[config.mk]
export PLATFORM = sky130hd
export DESIGN_NAME = conv_mdc_tile_sched_flat
export DESIGN_NICKNAME = d
export VERILOG_FILES = /design/src/rtl/conv_mdc_tile_sched_if.sv /design/src/rtl/conv_mdc_tile_sched.sv /design/src/flat_wrapper.sv
export SDC_FILE = /design/constraint.sdc
export NUM_CORES = 1
export LEC_CHECK = 0
export CAP_MARGIN = 10
export CORE_ASPECT_RATIO = 0.6
export CORE_MARGIN = 2
export CORE_UTILIZATION = 55
export DETAILED_ROUTE_END_ITERATION = 8
export PLACE_DENSITY = 0.86
export SYNTH_ARGS = -nofsm -noshare
export SYNTH_HDL_FRONTEND = slang
export SYNTH_SLANG_ARGS = --single-unit
[constraint.sdc]
create_clock -name clk_i -period 4.75 [get_ports clk_i]
set_input_delay 1.425 -clock clk_i [delete_from_list [all_inputs] [get_ports clk_i]]
set_output_delay 1.425 -clock clk_i [all_outputs]
set_load 0.005 [all_outputs]
[src/rtl/conv_mdc_tile_sched_if.sv]
`default_nettype none
// ============================================================================
// Module   : conv_mdc_tile_sched_if
// Purpose  : Streamer-facing handshake and tile-descriptor bundle for the
//            conv_mdc tile scheduler. The master side is the scheduler, the
//            slave side is the src_V/dst_V streamer pair.
// Revision : 1.0 - initial release
// ============================================================================
interface conv_mdc_tile_sched_if #(
  parameter int ADDR_WIDTH = 32,
  parameter int CNT_WIDTH  = 16
) ();

  // Streamer status towards the scheduler
  logic                  src_ready_start_i;
  logic                  dst_ready_start_i;
  logic                  src_done_i;
  logic                  dst_done_i;

  // Start strobes and current tile descriptor towards the streamers
  logic                  src_req_start_o;
  logic                  dst_req_start_o;
  logic [ADDR_WIDTH-1:0] src_addr_o;
  logic [ADDR_WIDTH-1:0] dst_addr_o;
  logic [CNT_WIDTH-1:0]  len_o;
  logic [CNT_WIDTH-1:0]  tile_idx_o;

  modport master (
    input  src_ready_start_i, dst_ready_start_i, src_done_i, dst_done_i,
    output src_req_start_o, dst_req_start_o, src_addr_o, dst_addr_o,
           len_o, tile_idx_o
  );

  modport slave (
    output src_ready_start_i, dst_ready_start_i, src_done_i, dst_done_i,
    input  src_req_start_o, dst_req_start_o, src_addr_o, dst_addr_o,
           len_o, tile_idx_o
  );

endinterface
`default_nettype wire

[src/rtl/conv_mdc_tile_sched.sv]
`default_nettype none
// ============================================================================
// Module   : conv_mdc_tile_sched
// Purpose  : Splits one conv_mdc job into n_tiles back-to-back tiles. Each
//            tile launches the source and sink streamers together, waits for
//            both completions, then advances both TCDM addresses by their
//            strides. End of job is flagged with a one-cycle done pulse.
// Revision : 1.0 - initial release
// ============================================================================
module conv_mdc_tile_sched #(
  parameter int ADDR_WIDTH = 32,
  parameter int CNT_WIDTH  = 16
) (
  input  wire                    clk_i,
  input  wire                    rst_ni,
  input  wire                    clear_i,
  input  wire                    start_i,
  input  wire [ADDR_WIDTH-1:0]   src_base_i,
  input  wire [ADDR_WIDTH-1:0]   dst_base_i,
  input  wire [ADDR_WIDTH-1:0]   src_stride_i,
  input  wire [ADDR_WIDTH-1:0]   dst_stride_i,
  input  wire [CNT_WIDTH-1:0]    tile_len_i,
  input  wire [CNT_WIDTH-1:0]    n_tiles_i,
  output logic                   busy_o,
  output logic                   done_o,
  conv_mdc_tile_sched_if.master  strm
);

  localparam logic [2:0] S_IDLE   = 3'd0;
  localparam logic [2:0] S_LAUNCH = 3'd1;
  localparam logic [2:0] S_RUN    = 3'd2;
  localparam logic [2:0] S_NEXT   = 3'd3;
  localparam logic [2:0] S_DONE   = 3'd4;

  localparam logic [CNT_WIDTH-1:0] C_CNT_ONE = {{(CNT_WIDTH-1){1'b0}}, 1'b1};

  logic [2:0]            r_state;
  logic [ADDR_WIDTH-1:0] r_src_addr;
  logic [ADDR_WIDTH-1:0] r_dst_addr;
  logic [ADDR_WIDTH-1:0] r_src_stride;
  logic [ADDR_WIDTH-1:0] r_dst_stride;
  logic [CNT_WIDTH-1:0]  r_len;
  logic [CNT_WIDTH-1:0]  r_n_tiles;
  logic [CNT_WIDTH-1:0]  r_tile_idx;
  logic                  r_src_seen;
  logic                  r_dst_seen;

  logic                  w_launch;
  logic                  w_pair_done;
  logic                  w_last_tile;
  logic                  w_degenerate;

  // Launch strobe is Mealy on the ready pair so both streamers start in the
  // same cycle; a soft clear suppresses it. A done pulse arriving in the same
  // cycle as the sticky partner flag completes the pair without waiting.
  always_comb begin
    w_launch     = (r_state == S_LAUNCH) && strm.src_ready_start_i &&
                   strm.dst_ready_start_i && !clear_i;
    w_pair_done  = (r_src_seen || strm.src_done_i) &&
                   (r_dst_seen || strm.dst_done_i);
    w_last_tile  = (r_tile_idx == (r_n_tiles - C_CNT_ONE));
    w_degenerate = (n_tiles_i == '0) || (tile_len_i == '0);
  end

  // Tile sequencing FSM with its address/index counters and completion flags
  always_ff @(posedge clk_i or negedge rst_ni) begin
    if (!rst_ni) begin
      r_state      <= S_IDLE;
      r_src_addr   <= '0;
      r_dst_addr   <= '0;
      r_src_stride <= '0;
      r_dst_stride <= '0;
      r_len        <= '0;
      r_n_tiles    <= '0;
      r_tile_idx   <= '0;
      r_src_seen   <= 1'b0;
      r_dst_seen   <= 1'b0;
    end else if (clear_i) begin
      r_state      <= S_IDLE;
      r_src_addr   <= '0;
      r_dst_addr   <= '0;
      r_src_stride <= '0;
      r_dst_stride <= '0;
      r_len        <= '0;
      r_n_tiles    <= '0;
      r_tile_idx   <= '0;
      r_src_seen   <= 1'b0;
      r_dst_seen   <= 1'b0;
    end else begin
      case (r_state)
        S_IDLE: begin
          if (start_i) begin
            r_src_addr   <= src_base_i;
            r_dst_addr   <= dst_base_i;
            r_src_stride <= src_stride_i;
            r_dst_stride <= dst_stride_i;
            r_len        <= tile_len_i;
            r_n_tiles    <= n_tiles_i;
            r_tile_idx   <= '0;
            r_state      <= w_degenerate ? S_DONE : S_LAUNCH;
          end
        end
        S_LAUNCH: begin
          if (w_launch) begin
            r_state <= S_RUN;
          end
        end
        S_RUN: begin
          if (w_pair_done) begin
            r_src_seen <= 1'b0;
            r_dst_seen <= 1'b0;
            r_state    <= S_NEXT;
          end else begin
            r_src_seen <= r_src_seen | strm.src_done_i;
            r_dst_seen <= r_dst_seen | strm.dst_done_i;
          end
        end
        S_NEXT: begin
          if (w_last_tile) begin
            r_state <= S_DONE;
          end else begin
            r_tile_idx <= r_tile_idx + C_CNT_ONE;
            r_src_addr <= r_src_addr + r_src_stride;
            r_dst_addr <= r_dst_addr + r_dst_stride;
            r_state    <= S_LAUNCH;
          end
        end
        S_DONE: begin
          r_state <= S_IDLE;
        end
        default: begin
          r_state <= S_IDLE;
        end
      endcase
    end
  end

  // Output mapping: descriptor fields come straight from registers
  always_comb begin
    strm.src_req_start_o = w_launch;
    strm.dst_req_start_o = w_launch;
    strm.src_addr_o      = r_src_addr;
    strm.dst_addr_o      = r_dst_addr;
    strm.len_o           = r_len;
    strm.tile_idx_o      = r_tile_idx;
    busy_o               = (r_state != S_IDLE);
    done_o               = (r_state == S_DONE);
  end

endmodule
`default_nettype wire

[src/flat_wrapper.sv]
// flat-port wrapper written by rule: the top's interface ports become plain ports
module conv_mdc_tile_sched_flat 
#(
  parameter int ADDR_WIDTH = 32,
  parameter int CNT_WIDTH  = 16
)
  (clk_i, rst_ni, clear_i, start_i, src_base_i, dst_base_i, src_stride_i, dst_stride_i, tile_len_i, n_tiles_i, busy_o, done_o, strm_src_ready_start_i, strm_dst_ready_start_i, strm_src_done_i, strm_dst_done_i, strm_src_req_start_o, strm_dst_req_start_o, strm_src_addr_o, strm_dst_addr_o, strm_len_o, strm_tile_idx_o);
  conv_mdc_tile_sched_if #(.ADDR_WIDTH(ADDR_WIDTH), .CNT_WIDTH(CNT_WIDTH)) strm_i ();
  input  wire clk_i;
  input  wire rst_ni;
  input  wire clear_i;
  input  wire start_i;
  input  wire [ADDR_WIDTH-1:0] src_base_i;
  input  wire [ADDR_WIDTH-1:0] dst_base_i;
  input  wire [ADDR_WIDTH-1:0] src_stride_i;
  input  wire [ADDR_WIDTH-1:0] dst_stride_i;
  input  wire [CNT_WIDTH-1:0] tile_len_i;
  input  wire [CNT_WIDTH-1:0] n_tiles_i;
  output logic busy_o;
  output logic done_o;
  input wire logic [$bits(strm_i.src_ready_start_i)-1:0] strm_src_ready_start_i;
  input wire logic [$bits(strm_i.dst_ready_start_i)-1:0] strm_dst_ready_start_i;
  input wire logic [$bits(strm_i.src_done_i)-1:0] strm_src_done_i;
  input wire logic [$bits(strm_i.dst_done_i)-1:0] strm_dst_done_i;
  output wire logic [$bits(strm_i.src_req_start_o)-1:0] strm_src_req_start_o;
  output wire logic [$bits(strm_i.dst_req_start_o)-1:0] strm_dst_req_start_o;
  output wire logic [$bits(strm_i.src_addr_o)-1:0] strm_src_addr_o;
  output wire logic [$bits(strm_i.dst_addr_o)-1:0] strm_dst_addr_o;
  output wire logic [$bits(strm_i.len_o)-1:0] strm_len_o;
  output wire logic [$bits(strm_i.tile_idx_o)-1:0] strm_tile_idx_o;
  assign strm_i.src_ready_start_i = strm_src_ready_start_i;
  assign strm_i.dst_ready_start_i = strm_dst_ready_start_i;
  assign strm_i.src_done_i = strm_src_done_i;
  assign strm_i.dst_done_i = strm_dst_done_i;
  assign strm_src_req_start_o = strm_i.src_req_start_o;
  assign strm_dst_req_start_o = strm_i.dst_req_start_o;
  assign strm_src_addr_o = strm_i.src_addr_o;
  assign strm_dst_addr_o = strm_i.dst_addr_o;
  assign strm_len_o = strm_i.len_o;
  assign strm_tile_idx_o = strm_i.tile_idx_o;
  conv_mdc_tile_sched #(.ADDR_WIDTH(ADDR_WIDTH), .CNT_WIDTH(CNT_WIDTH)) u_core (.clk_i(clk_i), .rst_ni(rst_ni), .clear_i(clear_i), .start_i(start_i), .src_base_i(src_base_i), .dst_base_i(dst_base_i), .src_stride_i(src_stride_i), .dst_stride_i(dst_stride_i), .tile_len_i(tile_len_i), .n_tiles_i(n_tiles_i), .busy_o(busy_o), .done_o(done_o), .strm(strm_i));
endmodule
==> metrics.txt <==
status finished clean; first-pass GRT wire length 58.1 mm; diode count 0; # setup viols final 0; Max IR drop VDD 0.294 mV; Worst Setup Start Kind input pin; DR vias 11800; vias in the first global route 10900; Sum Neg Setup Slack 0 ns; initial core utilization 0.559; Die Area between 20000 and 25000 sq um; Compound-Gate Fraction of Synth Area 0.183; Arr. time, crit path 2.87 ns; post_cts resized 0; Crit path required time 3.32 ns; skew final 0.0172 ns; # DRC 0; Die Y 117 um; HPWL after detailed placement between 20 and 30 mm; Die X 192 um; Post-synth EDFFs 0; Slew HR 0.283; Setup Buffers After CTS 0; Final Cycle Share 0.904; Synth area leaders dfrtp_1 39%, nand2_1 9.3%, ha_1 6.8%; Ports 268; number of port buffers 267; commonest non-fill, non-tap cell in the layout nand2_1; largest family of logic cells by synthesized area simple AND/OR/NAND/NOR gates; drt first pass iters 8; Rows between 40 and 50; Worst R2R Setup Slack about 0.64 ns; CP delay by family, top simple AND/OR/NAND/NOR gates; cts bufs inserted 17; ys async rst share 1.00; Tot Pwr 6.25 mW; reg2reg start u_core.r_n_tiles[0]; PwrDens a little over 400 nW/um^2; Critical Path Fanout Max 2; Avg Vias per Cell 6.14; Crit. path cell count 4; fmax 0.233 GHz; cell accounting for the most synthesized area dfrtp_1; synth unique cells 68; initial antenna violation count 0; CTS Sinks 181; core outline area 20900 sq um; drt first-iter violations 1315; Critical R2R Capture u_core.strm.dst_addr_o[28]; GR Util All Layers 0.332; syn nets approximately 1600; Reg2Reg Depth 12; Synth warnings 0; share of layout cells above drive strength 1 0.0401; drt total wl 37.2 mm; Slew @ Worst Pin 1.07 ns; number of buffers and inverters on the critical path 2; Critical Path Source clear_i; minimum clock period 4.29 ns; Max Slew Vio Count 0; Crit. End Element output port; mux contribution to synthesized area 0.00599; post-synthesis cell count between 1000 and 1500; CTS Hold Bufs 0; Post-synth top flop dfrtp_1; CP cell instances buf_2 > or4b_2 > nor2_1 > clkdlybuf4s50_1; adder-cell area share of the yosys netlist 0.0719; H-Tree Depth 4; Synth Area in Simple Gates 0.250; number of hold violations in the final report 0; Clk pin slew, worst setup/hold paths 0.08 ns; XOR/XNOR share of the synthesized area 0.0614; Post-Syn Area per Cell ~8.3 sq um; RSZ-0062 raised after global routing false; Lkg Pwr 6.87 nW; Clock Latency Late Sink approximately 0.45 ns; Max Buffers Root-to-Sink 2; final instance area 15100 sq um; largest net degree at the start of global routing 114; Placer Congestion 1.03; most frequent cells in the layout 291 x nand2_1, 265 x clkdlybuf4s50_1, 181 x dfrtp_1; TritonCTS clock tree yes; synthesis-to-layout area growth 29.4%; Post-Place Cell Area 14500 sq um; Crit Path Class input pin to output port; critical path's slowest cell or4b_2; Layout Nets 1865; max_cap viols 0; Yosys top cell area share 0.387; Antenna Violating Nets Remaining 0; crit-path max cell delay between 0.6 and 0.7 ns; register area share after synthesis 0.387; Worst Setup EP strm_dst_req_start_o; flops & latches, synth 181; Hold Path Class flip-flop to flip-flop; DR WL/cell 19.3 um; Synth Cell Area around 12000 sq um; root buffer cell clkbuf_16; Overflow after GRT 0
[per-stage QoR]
stage	utilization	setup slack, ns	hold slack [ns]	cells
floorplan	-	0.994	0.443	1413
global placement	0.694	0.534	0.450	1891
detailed placement	0.694	0.449	0.459	1891
CTS	0.723	0.449	0.479	1923
global route	0.723	0.385	0.500	1923
finish	0.723	0.456	0.475	1923
[per-layer routing]
metal | track usage | part of all wire | vias to the layer above | wire [um]
met2 | 0.485 | 0.42 | 644 | 15600
met4 | 0.0901 | 0.020 | 0 | 731
li1 | - | - | 5468 | -
met5 | 0 | 0 | - | 0
met1 | 0.492 | 0.45 | 5625 | 16800
met3 | 0.0787 | 0.11 | 64 | 4050
[cell families (layout without fill, tap and decap cells)]
family	Yosys count	in the layout
flops	181	181
fa+ha+maj	66	66
compound gates	325	325
buf+inv	115	346
xor+xnor	82	82
mux	7	7
simple gates	637	637
[worst min path at each step]
stage	slack, ns	cells past startpoint	to	start
after floorplan	0.44	2	u_core.r_dst_stride[0]	u_core.r_dst_stride[0]
after global routing	0.50	2	u_core.strm.len_o[13]	u_core.strm.len_o[13]
after global placement	0.45	2	u_core.strm.len_o[8]	u_core.strm.len_o[8]
after detailed placement	0.46	2	u_core.strm.len_o[0]	u_core.strm.len_o[0]
final	0.47	2	u_core.strm.len_o[13]	u_core.strm.len_o[13]
after CTS	0.48	2	u_core.strm.len_o[0]	u_core.strm.len_o[0]
[where the power goes]
part	total [mW]	switching, mW	internal [mW]	leakage [nW]
clock	1.49	0.653	0.838	0.293
combinational	2.61	1.43	1.18	4.21
sequential	2.15	0.318	1.83	2.37
total	6.25	2.40	3.85	6.87
[synth_stat cells (22+ instances only)]
cell type,number
nand3_1,130
xnor2_1,48
a21oi_1,77
clkbuf_1,63
ha_1,64
dfrtp_1,181
inv_1,31
nor3_1,22
o31ai_1,25
nand2_1,291
nor2_1,86
o21ai_0,77
xor2_1,34
[worst min-delay path: stages, from the launching register on]
cell and delay (ns):
dfrtp_1 0.34, nand2_1 0.05, nand2_1 0.05
[sequential cells by signal, summed over array words and instances, names as in the netlist]
name	flops
u_core.r_dst_seen	1
u_core.strm.tile_idx_o	16
u_core.r_state	3
u_core.strm.len_o	16
u_core.r_src_seen	1
u_core.strm.dst_addr_o	32
u_core.r_dst_stride	32
u_core.r_n_tiles	16
u_core.strm.src_addr_o	32
u_core.r_src_stride	32
[final cells by class]
class / count / area, sq um
Timing Repair Buffer: 283 / 2810
Sequential cell: 181 / 4530
Tap cell: 279 / 349
Clock buffer: 19 / 433
Clock inverter: 13 / 171
Fill cell: 1597 / 5800
Multi-Input combinational cell: 1117 / 6720
Inverter: 31 / 118
Power figures use the tool's default switching activity.
